[src/rtl/f_predictpc_if.sv]
// Fetch-side predictor bus: fetch lookup, resolved-branch update
// and mispredict statistics. master = core side, slave = predictor.
interface f_predictpc_if;
  logic [12:0] fetch_pc;
  logic [12:0] pc_predicted;
  logic [1:0]  pred_slot;
  logic        upd_valid;
  logic [12:0] upd_pc;
  logic [1:0]  upd_jump_code;
  logic        upd_taken;
  logic [12:0] upd_target;
  logic        fail_predict;
  logic [15:0] mispredict_count;

  modport master (
    output fetch_pc,
    output upd_valid,
    output upd_pc,
    output upd_jump_code,
    output upd_taken,
    output upd_target,
    output fail_predict,
    input  pc_predicted,
    input  pred_slot,
    input  mispredict_count
  );

  modport slave (
    input  fetch_pc,
    input  upd_valid,
    input  upd_pc,
    input  upd_jump_code,
    input  upd_taken,
    input  upd_target,
    input  fail_predict,
    output pc_predicted,
    output pred_slot,
    output mispredict_count
  );
endinterface

[src/rtl/f_predictpc.sv]
// Direct-mapped BTB with 2-bit counters predicting the next fetch-pair PC.
// Ports: clk, rst_n (async low), bus (f_predictpc_if.slave).
module f_predictpc #(
  parameter int IDX_BITS = 6,
  parameter int TAG_BITS = 7
) (
  input logic          clk,
  input logic          rst_n,
  f_predictpc_if.slave bus
);
  localparam int N = 1 << IDX_BITS;

  typedef logic [IDX_BITS-1:0] idx_t;
  typedef logic [TAG_BITS-1:0] tag_t;

  logic [N-1:0] valid_q;
  tag_t         tag_q [N];
  logic [12:0]  tgt_q [N];
  logic [1:0]   ctr_q [N];
  logic [15:0]  cnt_q;

  logic [12:0] pc1;
  logic [12:0] pc2;
  logic [12:0] pc_ft;
  idx_t        idx1;
  idx_t        idx2;
  tag_t        tag1;
  tag_t        tag2;
  logic        hit1;
  logic        hit2;

  assign pc1   = bus.fetch_pc;
  assign pc2   = bus.fetch_pc + 13'd1;
  assign pc_ft = bus.fetch_pc + 13'd2;
  assign idx1  = pc1[IDX_BITS-1:0];
  assign idx2  = pc2[IDX_BITS-1:0];
  assign tag1  = pc1[12:IDX_BITS];
  assign tag2  = pc2[12:IDX_BITS];

  assign hit1 = valid_q[idx1]
              & (tag_q[idx1] == tag1)
              & ctr_q[idx1][1];
  assign hit2 = valid_q[idx2]
              & (tag_q[idx2] == tag2)
              & ctr_q[idx2][1];

  always_comb begin
    bus.pred_slot    = 2'b00;
    bus.pc_predicted = pc_ft;
    unique case (1'b1)
      hit1: begin
        bus.pred_slot    = 2'b01;
        bus.pc_predicted = tgt_q[idx1];
      end
      (hit2 & ~hit1): begin
        bus.pred_slot    = 2'b10;
        bus.pc_predicted = tgt_q[idx2];
      end
      default: ;
    endcase
  end

  idx_t u_idx;
  tag_t u_tag;
  logic u_en;
  logic u_jal;
  logic u_taken;
  logic u_match;

  assign u_idx   = bus.upd_pc[IDX_BITS-1:0];
  assign u_tag   = bus.upd_pc[12:IDX_BITS];
  assign u_en    = bus.upd_valid & (|bus.upd_jump_code);
  assign u_jal   = bus.upd_jump_code[1];
  assign u_taken = u_jal | bus.upd_taken;
  assign u_match = valid_q[u_idx] & (tag_q[u_idx] == u_tag);

  always_ff @(posedge clk or negedge rst_n) begin
    if (!rst_n) begin
      valid_q <= '0;
      for (int i = 0; i < N; i++) begin
        tag_q[i] <= '0;
        tgt_q[i] <= '0;
        ctr_q[i] <= 2'b01;
      end
    end else if (u_en) begin
      if (u_taken) begin
        tgt_q[u_idx] <= bus.upd_target;
        if (u_match) begin
          if (u_jal || ctr_q[u_idx] == 2'b11)
            ctr_q[u_idx] <= 2'b11;
          else
            ctr_q[u_idx] <= ctr_q[u_idx] + 2'd1;
        end else begin
          valid_q[u_idx] <= 1'b1;
          tag_q[u_idx]   <= u_tag;
          ctr_q[u_idx]   <= u_jal ? 2'b11 : 2'b10;
        end
      end else if (u_match) begin
        if (ctr_q[u_idx] != 2'b00)
          ctr_q[u_idx] <= ctr_q[u_idx] - 2'd1;
      end
    end
  end

  always_ff @(posedge clk or negedge rst_n) begin
    if (!rst_n)
      cnt_q <= '0;
    else if (bus.upd_valid && bus.fail_predict
             && cnt_q != 16'hFFFF)
      cnt_q <= cnt_q + 16'd1;
  end

  assign bus.mispredict_count = cnt_q;
endmodule

[src/flat_wrapper.sv]
// flat-port wrapper written by rule: the top's interface ports become plain ports
module f_predictpc_flat 
#(
  parameter int IDX_BITS = 6,
  parameter int TAG_BITS = 7
)
  (clk, rst_n, bus_fetch_pc, bus_upd_valid, bus_upd_pc, bus_upd_jump_code, bus_upd_taken, bus_upd_target, bus_fail_predict, bus_pc_predicted, bus_pred_slot, bus_mispredict_count);
  f_predictpc_if bus_i ();
  input logic clk;
  input logic rst_n;
  input wire logic [$bits(bus_i.fetch_pc)-1:0] bus_fetch_pc;
  input wire logic [$bits(bus_i.upd_valid)-1:0] bus_upd_valid;
  input wire logic [$bits(bus_i.upd_pc)-1:0] bus_upd_pc;
  input wire logic [$bits(bus_i.upd_jump_code)-1:0] bus_upd_jump_code;
  input wire logic [$bits(bus_i.upd_taken)-1:0] bus_upd_taken;
  input wire logic [$bits(bus_i.upd_target)-1:0] bus_upd_target;
  input wire logic [$bits(bus_i.fail_predict)-1:0] bus_fail_predict;
  output wire logic [$bits(bus_i.pc_predicted)-1:0] bus_pc_predicted;
  output wire logic [$bits(bus_i.pred_slot)-1:0] bus_pred_slot;
  output wire logic [$bits(bus_i.mispredict_count)-1:0] bus_mispredict_count;
  assign bus_i.fetch_pc = bus_fetch_pc;
  assign bus_i.upd_valid = bus_upd_valid;
  assign bus_i.upd_pc = bus_upd_pc;
  assign bus_i.upd_jump_code = bus_upd_jump_code;
  assign bus_i.upd_taken = bus_upd_taken;
  assign bus_i.upd_target = bus_upd_target;
  assign bus_i.fail_predict = bus_fail_predict;
  assign bus_pc_predicted = bus_i.pc_predicted;
  assign bus_pred_slot = bus_i.pred_slot;
  assign bus_mispredict_count = bus_i.mispredict_count;
  f_predictpc #(.IDX_BITS(IDX_BITS), .TAG_BITS(TAG_BITS)) u_core (.clk(clk), .rst_n(rst_n), .bus(bus_i));
endmodule
[config.mk]
export PLATFORM = sky130hd
export DESIGN_NAME = f_predictpc_flat
export DESIGN_NICKNAME = d
export VERILOG_FILES = /design/src/rtl/f_predictpc_if.sv /design/src/rtl/f_predictpc.sv /design/src/flat_wrapper.sv
export SDC_FILE = /design/constraint.sdc
export NUM_CORES = 2
export LEC_CHECK = 0
export CAP_MARGIN = 0
export CORE_ASPECT_RATIO = 0.9
export CORE_MARGIN = 2
export CORE_UTILIZATION = 55
export DETAILED_ROUTE_END_ITERATION = 10
export HOLD_SLACK_MARGIN = 0.03
export PLACE_DENSITY = 0.71
export REMOVE_ABC_BUFFERS = 1
export SLEW_MARGIN = 20
export SYNTH_ARGS = -nofsm -noshare
export SYNTH_HDL_FRONTEND = slang
export SYNTH_SLANG_ARGS = --single-unit
[constraint.sdc]
create_clock -name clk -period 8.9 [get_ports clk]
set_clock_uncertainty 0.1 [all_clocks]
set_input_delay 1.335 -clock clk [delete_from_list [all_inputs] [get_ports clk]]
set_output_delay 1.335 -clock clk [all_outputs]
set_load 0.01 [all_outputs]
Word-level counts from Yosys, hierarchy flattened. Index checks and enable logic that the tools add are counted.

Add/sub/neg operators: 5. Multiply operators: 0. Div/mod/pow operators: 0. Order comparisons: 8. Eq/ne operators: 5. Shift operators: 0. Mux-type cells: 51. Bitwise logic cells: 15. Reduce and logical (&&, ||, !) cells: 12.

Operator list (count): bitwise mux 832 bit (1); two-way mux 128 bit (5); bitwise mux 448 bit (1); bitwise mux 128 bit (3); binary-select mux 13 bit (select 6 bit) (2); bitwise OR 128 bit (1); binary-select mux 7 bit (select 6 bit) (3); demux 13 bit (select 6 bit) (1); two-way mux 13 bit (5); bitwise OR 64 bit (1); two-way mux 7 bit (7); demux 7 bit (select 6 bit) (1); binary-select mux 2 bit (select 6 bit) (3); case mux 13 bit (2 select lines) (1); == test 7 bit (3); >= comparator 7 bit (second input constant) (3); < comparator 6 x 7 -> 1 bit (second input constant) (3); NOT 6 -> 7 bit (3); binary-select mux 1 bit (select 6 bit) (3); adder 16 x 1 -> 16 bit (second input constant) (1); inequality test 16 bit (second input constant) (1); two-way mux 2 bit (7); adder 13 x 1 -> 13 bit (second input constant) (1); adder 13 x 2 -> 13 bit (second input constant) (1); 18 further kinds (35).

Register bits after elaboration: 1488. Latch bits: 0. Memory bits (writable): 0. Bits in read-only memories: 0. Input bits: 46. Logic and storage cells: 290. Memories kept: 0.

Longest topological paths before layout.
Depth in word-level cells: 10. Depth in mapped cells: 23. Gate-level depth less buffers: 14.

Worst setup path after synthesis. OpenSTA, ideal clock, no wires.

Path type: input-to-output. Start: input port bus_fetch_pc[0]. End: output port bus_pc_predicted[0]. Arrival: 5.057 ns. Setup slack: 2.408 ns. Stages on the path: 14. Buffers on the path: 8. Path through: ha_1 > buf_6 > buf_6 > buf_4 > buf_6 > clkbuf_1 > buf_2 > buf_2 > buf_2 > mux4_2 > mux4_2 > mux4_2 > mux2i_1 > mux2i_1.

Word-level cells in the longest chain between the ends: 10.

RTL lines: from (decl) (RTL line flat_wrapper.sv:11) `input wire logic [$bits(bus_i.fetch_pc)-1:0] bus_fetch_pc;`; adder 13 x 1 -> 13 bit or NOT 6 -> 7 bit (tied branches); NOT 6 -> 7 bit (not written as such) or binary-select mux 7 bit (select 6 bit) (tied branches); binary-select mux 7 bit (select 6 bit) or two-way mux 7 bit (tied branches) (RTL line f_predictpc.sv:44, f_predictpc.sv:41); two-way mux 7 bit (on tied branches) (RTL line f_predictpc.sv:44, f_predictpc.sv:41); two-way mux 7 bit (not written as such) or == test 7 bit (tied branches) (RTL line f_predictpc.sv:44, f_predictpc.sv:41); == test 7 bit or bitwise AND 1 bit (tied branches) (RTL line f_predictpc.sv:44, f_predictpc.sv:41); bitwise AND 1 bit (on tied branches) (RTL line f_predictpc.sv:44, f_predictpc.sv:42); bitwise AND 1 bit or NOT 1 bit (tied branches) (RTL line f_predictpc.sv:45, f_predictpc.sv:55); bitwise AND 1 bit (RTL line f_predictpc.sv:55) `(hit2 & ~hit1): begin`; case mux 13 bit (2 select lines) (*) (RTL line f_predictpc.sv:50) `unique case (1'b1)`; to (decl) (RTL line flat_wrapper.sv:18) `output wire logic [$bits(bus_i.pc_predicted)-1:0] bus_pc_predicted;`.

Mark *: on every way between the ends. The rest lies on a longest branch, timed or not. The select of a mux whose other input is x is not followed.

Worst setup path in the final report.
Start: input port bus_fetch_pc[1]. End: output port bus_pc_predicted[9].

Same word-level chain as after synthesis.

==> results.toml <==
[drt]
drtIter0Drc = 8039
drc_errors = 0
viasPerCell = 7.40
num_vias = 58600
dr.pass1.iters = 7
wl_mm = 287
final_antenna_net_count = 0
routedWlPerCell_microns = 36.2

[setup_path]
cp_data_required_time_ns = 7.47
crit_type = "input port to primary output"
end_kind = "primary output"
startpoint_type = "input port"
crit_fanout = 38
crit_arrival_ns = 6.87

[timing]
setup_viol = 0
hold_viol_final = 0
worst_pin_slew_ns = 1.25
slew-limit-headroom_pct = 16.8
min_period_ns = 8.30
tns_ns = 0
fmax_ghz = 0.120
rsz0062_at_grt = "false"
drv_slew = 0
period_share_pct = 93.3

[synth]
synth_cell_types = 88
synth_edf_count = 0
synth_top_cell_by_area = "dfrtp_1"
synthArstFlopShare_pct = 100
yosysTopAreaCellShare_pct = 41.8
synthTopCellsByArea = "dfrtp_1 42%, mux4_2 22%, mux2_2 15%"
syn-instance-count = 5885
synth_top_flop_cell = "dfrtp_1"
ys_seq_area_share_pct = 43.8
ys_ff_latch = 1488
syn_avg_cell_area_sq_um = 14.5
yosysWarnings = 0
syn_area_sq_mm = 0.0852

[grt]
grt_start_max_net_pins = 165
grt-ovfl-total = 0
grt_pass1_vias = 57600
antenna_found_initial = 18
grt_pass1_wl_mm = 417
grt_use_total_pct = 36.6

[cts]
cts_buffers = 159
cts_buffer_depth = 3
postCtsSetupBuffers = 0
insertion_delay_ns = 0.84
cts_num_sinks = 1488
cts_tree = "done"
clock_tree.root_cell = "clkbuf_16"
post_cts_resized = 0
htreeDepth = 4
clk_pin_slew_ns = 0.06
holdBufCountCts = 0

[layout]
area_delta_synth_final_pct = 9.41
final_area_sq_mm = 0.0932
layout_commonest_cell = "dfrtp_1"
final_cell_mix = "1424 x dfrtp_1, 1172 x mux2_2, 815 x mux4_2"
drive_above_1_share_pct = 45.0
nets = 5746

[floorplan]
fp.dieH_microns = 377
rows = 137
die_area_sq_mm = 0.158
die_w_microns = 419
core_sq_mm = 0.154
initial_utilization_pct = 55.2
ios = 77

[place]
placed_area_sq_mm = 0.0876
post-dp-hpwl_mm = 182
io_buffers = 76
gp_congestion = 0.977

[power_and_ir_drop]
leakage_nw = 41.1
ir_drop_v = 0.000209
power_density_mw_per_mm2 = 198
power.total_mw = 18.4

[run]
drv_cap = 0

[run_status]
status = "finished, final reports clean"

[min_path]
hold_class = "flip-flop to flip-flop"
## power breakdown
group	internal (mW)	total (mW)	switching (mW)
Combinational	1.65	3.24	1.58
Sequential	7.51	8.16	0.656
Clock	4.07	7.04	2.97
Total	13.2	18.4	5.21
## metrics by stage
step	hold slack (ns)	utilization, %	instances	worst slack (ns)
after floorplan	0.339	-	5265	-10.76
after global placement	0.361	56.7	7619	0.722
after detailed placement	0.355	56.7	7619	0.674
after CTS	0.370	60.3	7915	0.664
after global routing	0.415	60.4	7917	0.370
final	0.372	60.4	7921	0.596
## cell type report
cell class	count	area, sq um
fillers	11700	61200
multi-input cells	3744	45100
flip-flops and latches	1488	37300
clock buffers	229	4720
well taps	2085	2610
repair buffers	269	2470
clock inverters	67	853
inverters	33	124
diodes	6	15.0
## sequential cells by signal, indices dropped and copies added, names as in the netlist
name	flops
u_core.tgt_q	832
u_core.tag_q	448
u_core.ctr_q	128
u_core.bus.mispredict_count	16
u_core.valid_q	64
## kinds of logic after synthesis
family | after synthesis | synth area share (%)
multiplexers | 2512 | 43.7
flip-flops | 1488 | 43.8
AND/OR/NAND/NOR | 660 | 4.00
buffers and inverters | 653 | 3.47
AO/OA/AOI/OAI | 507 | 4.28
XOR/XNOR | 60 | 0.656
adder cells (fa/ha/maj) | 5 | 0.0734
## per-layer routing
| layer | part of all wire (%) | global-route usage, % | vias up | wire length, microns |
|---|---|---|---|---|
| met1 | 38 | 49.9 | 31100 | 109000 |
| met3 | 12 | 11.5 | 881 | 35000 |
| met2 | 44 | 53.1 | 4059 | 126000 |
| met5 | 0.044 | 0 | - | 126 |
| met4 | 6.1 | 18.6 | 20 | 17600 |
| li1 | - | - | 22600 | - |
## cell usage after synthesis, types with 12 or more instances
cell	instances
a221o_1	12
o22ai_1	66
a21oi_1	51
a221oi_1	51
nor3_1	61
nand2b_1	101
dfstp_2	64
nor2b_1	12
nand4_1	18
o32ai_1	16
o211ai_1	13
o21ai_0	78
buf_1	86
xor2_1	19
clkbuf_1	318
nand3_2	29
buf_2	156
xnor2_1	38
nor2_1	100
nand2_1	187
a22oi_1	62
mux2_2	1172
mux2i_1	230
buf_6	23
nand3_1	98
mux2_1	289
inv_1	30
mux4_2	815
o221ai_1	26
dfrtp_1	1424
o21ai_1	14
a211oi_1	18
buf_4	36
## critical path, stage by stage
cell and delay [ns]:
buf_8 0.17, ha_4 0.87, buf_4 0.44, mux4_2 0.54, mux2i_1 0.22, mux2i_1 0.24
mux2i_1 0.23, a2111oi_1 0.14, a2111oi_0 0.49, a211oi_1 0.16, nor4_4 0.30, buf_4 0.39
mux2_2 0.38, mux2_2 0.31, clkdlybuf4s50_1 0.49
## path summary, 6_finish.rpt
check	startpoint	slack, ns	end	cells after the start
worst min register to register	u_core.valid_q[37]$_DFFE_PN0P_	0.37	u_core.valid_q[37]$_DFFE_PN0P_	2
worst min-delay path	u_core.valid_q[37]$_DFFE_PN0P_	0.37	u_core.valid_q[37]$_DFFE_PN0P_	2
min in group asynchronous	rst_n	0.40	u_core.tag_q[434]$_DFFE_PN0P_	1
worst max-delay path	bus_fetch_pc[1]	0.60	bus_pc_predicted[9]	15
worst max register to register	u_core.tag_q[42]$_DFFE_PN0P_	3.40	u_core.tag_q[88]$_DFFE_PN0P_	10
max in group asynchronous	rst_n	6.34	u_core.tgt_q[536]$_DFFE_PN0P_	3
Power figures use the tool's default switching activity.
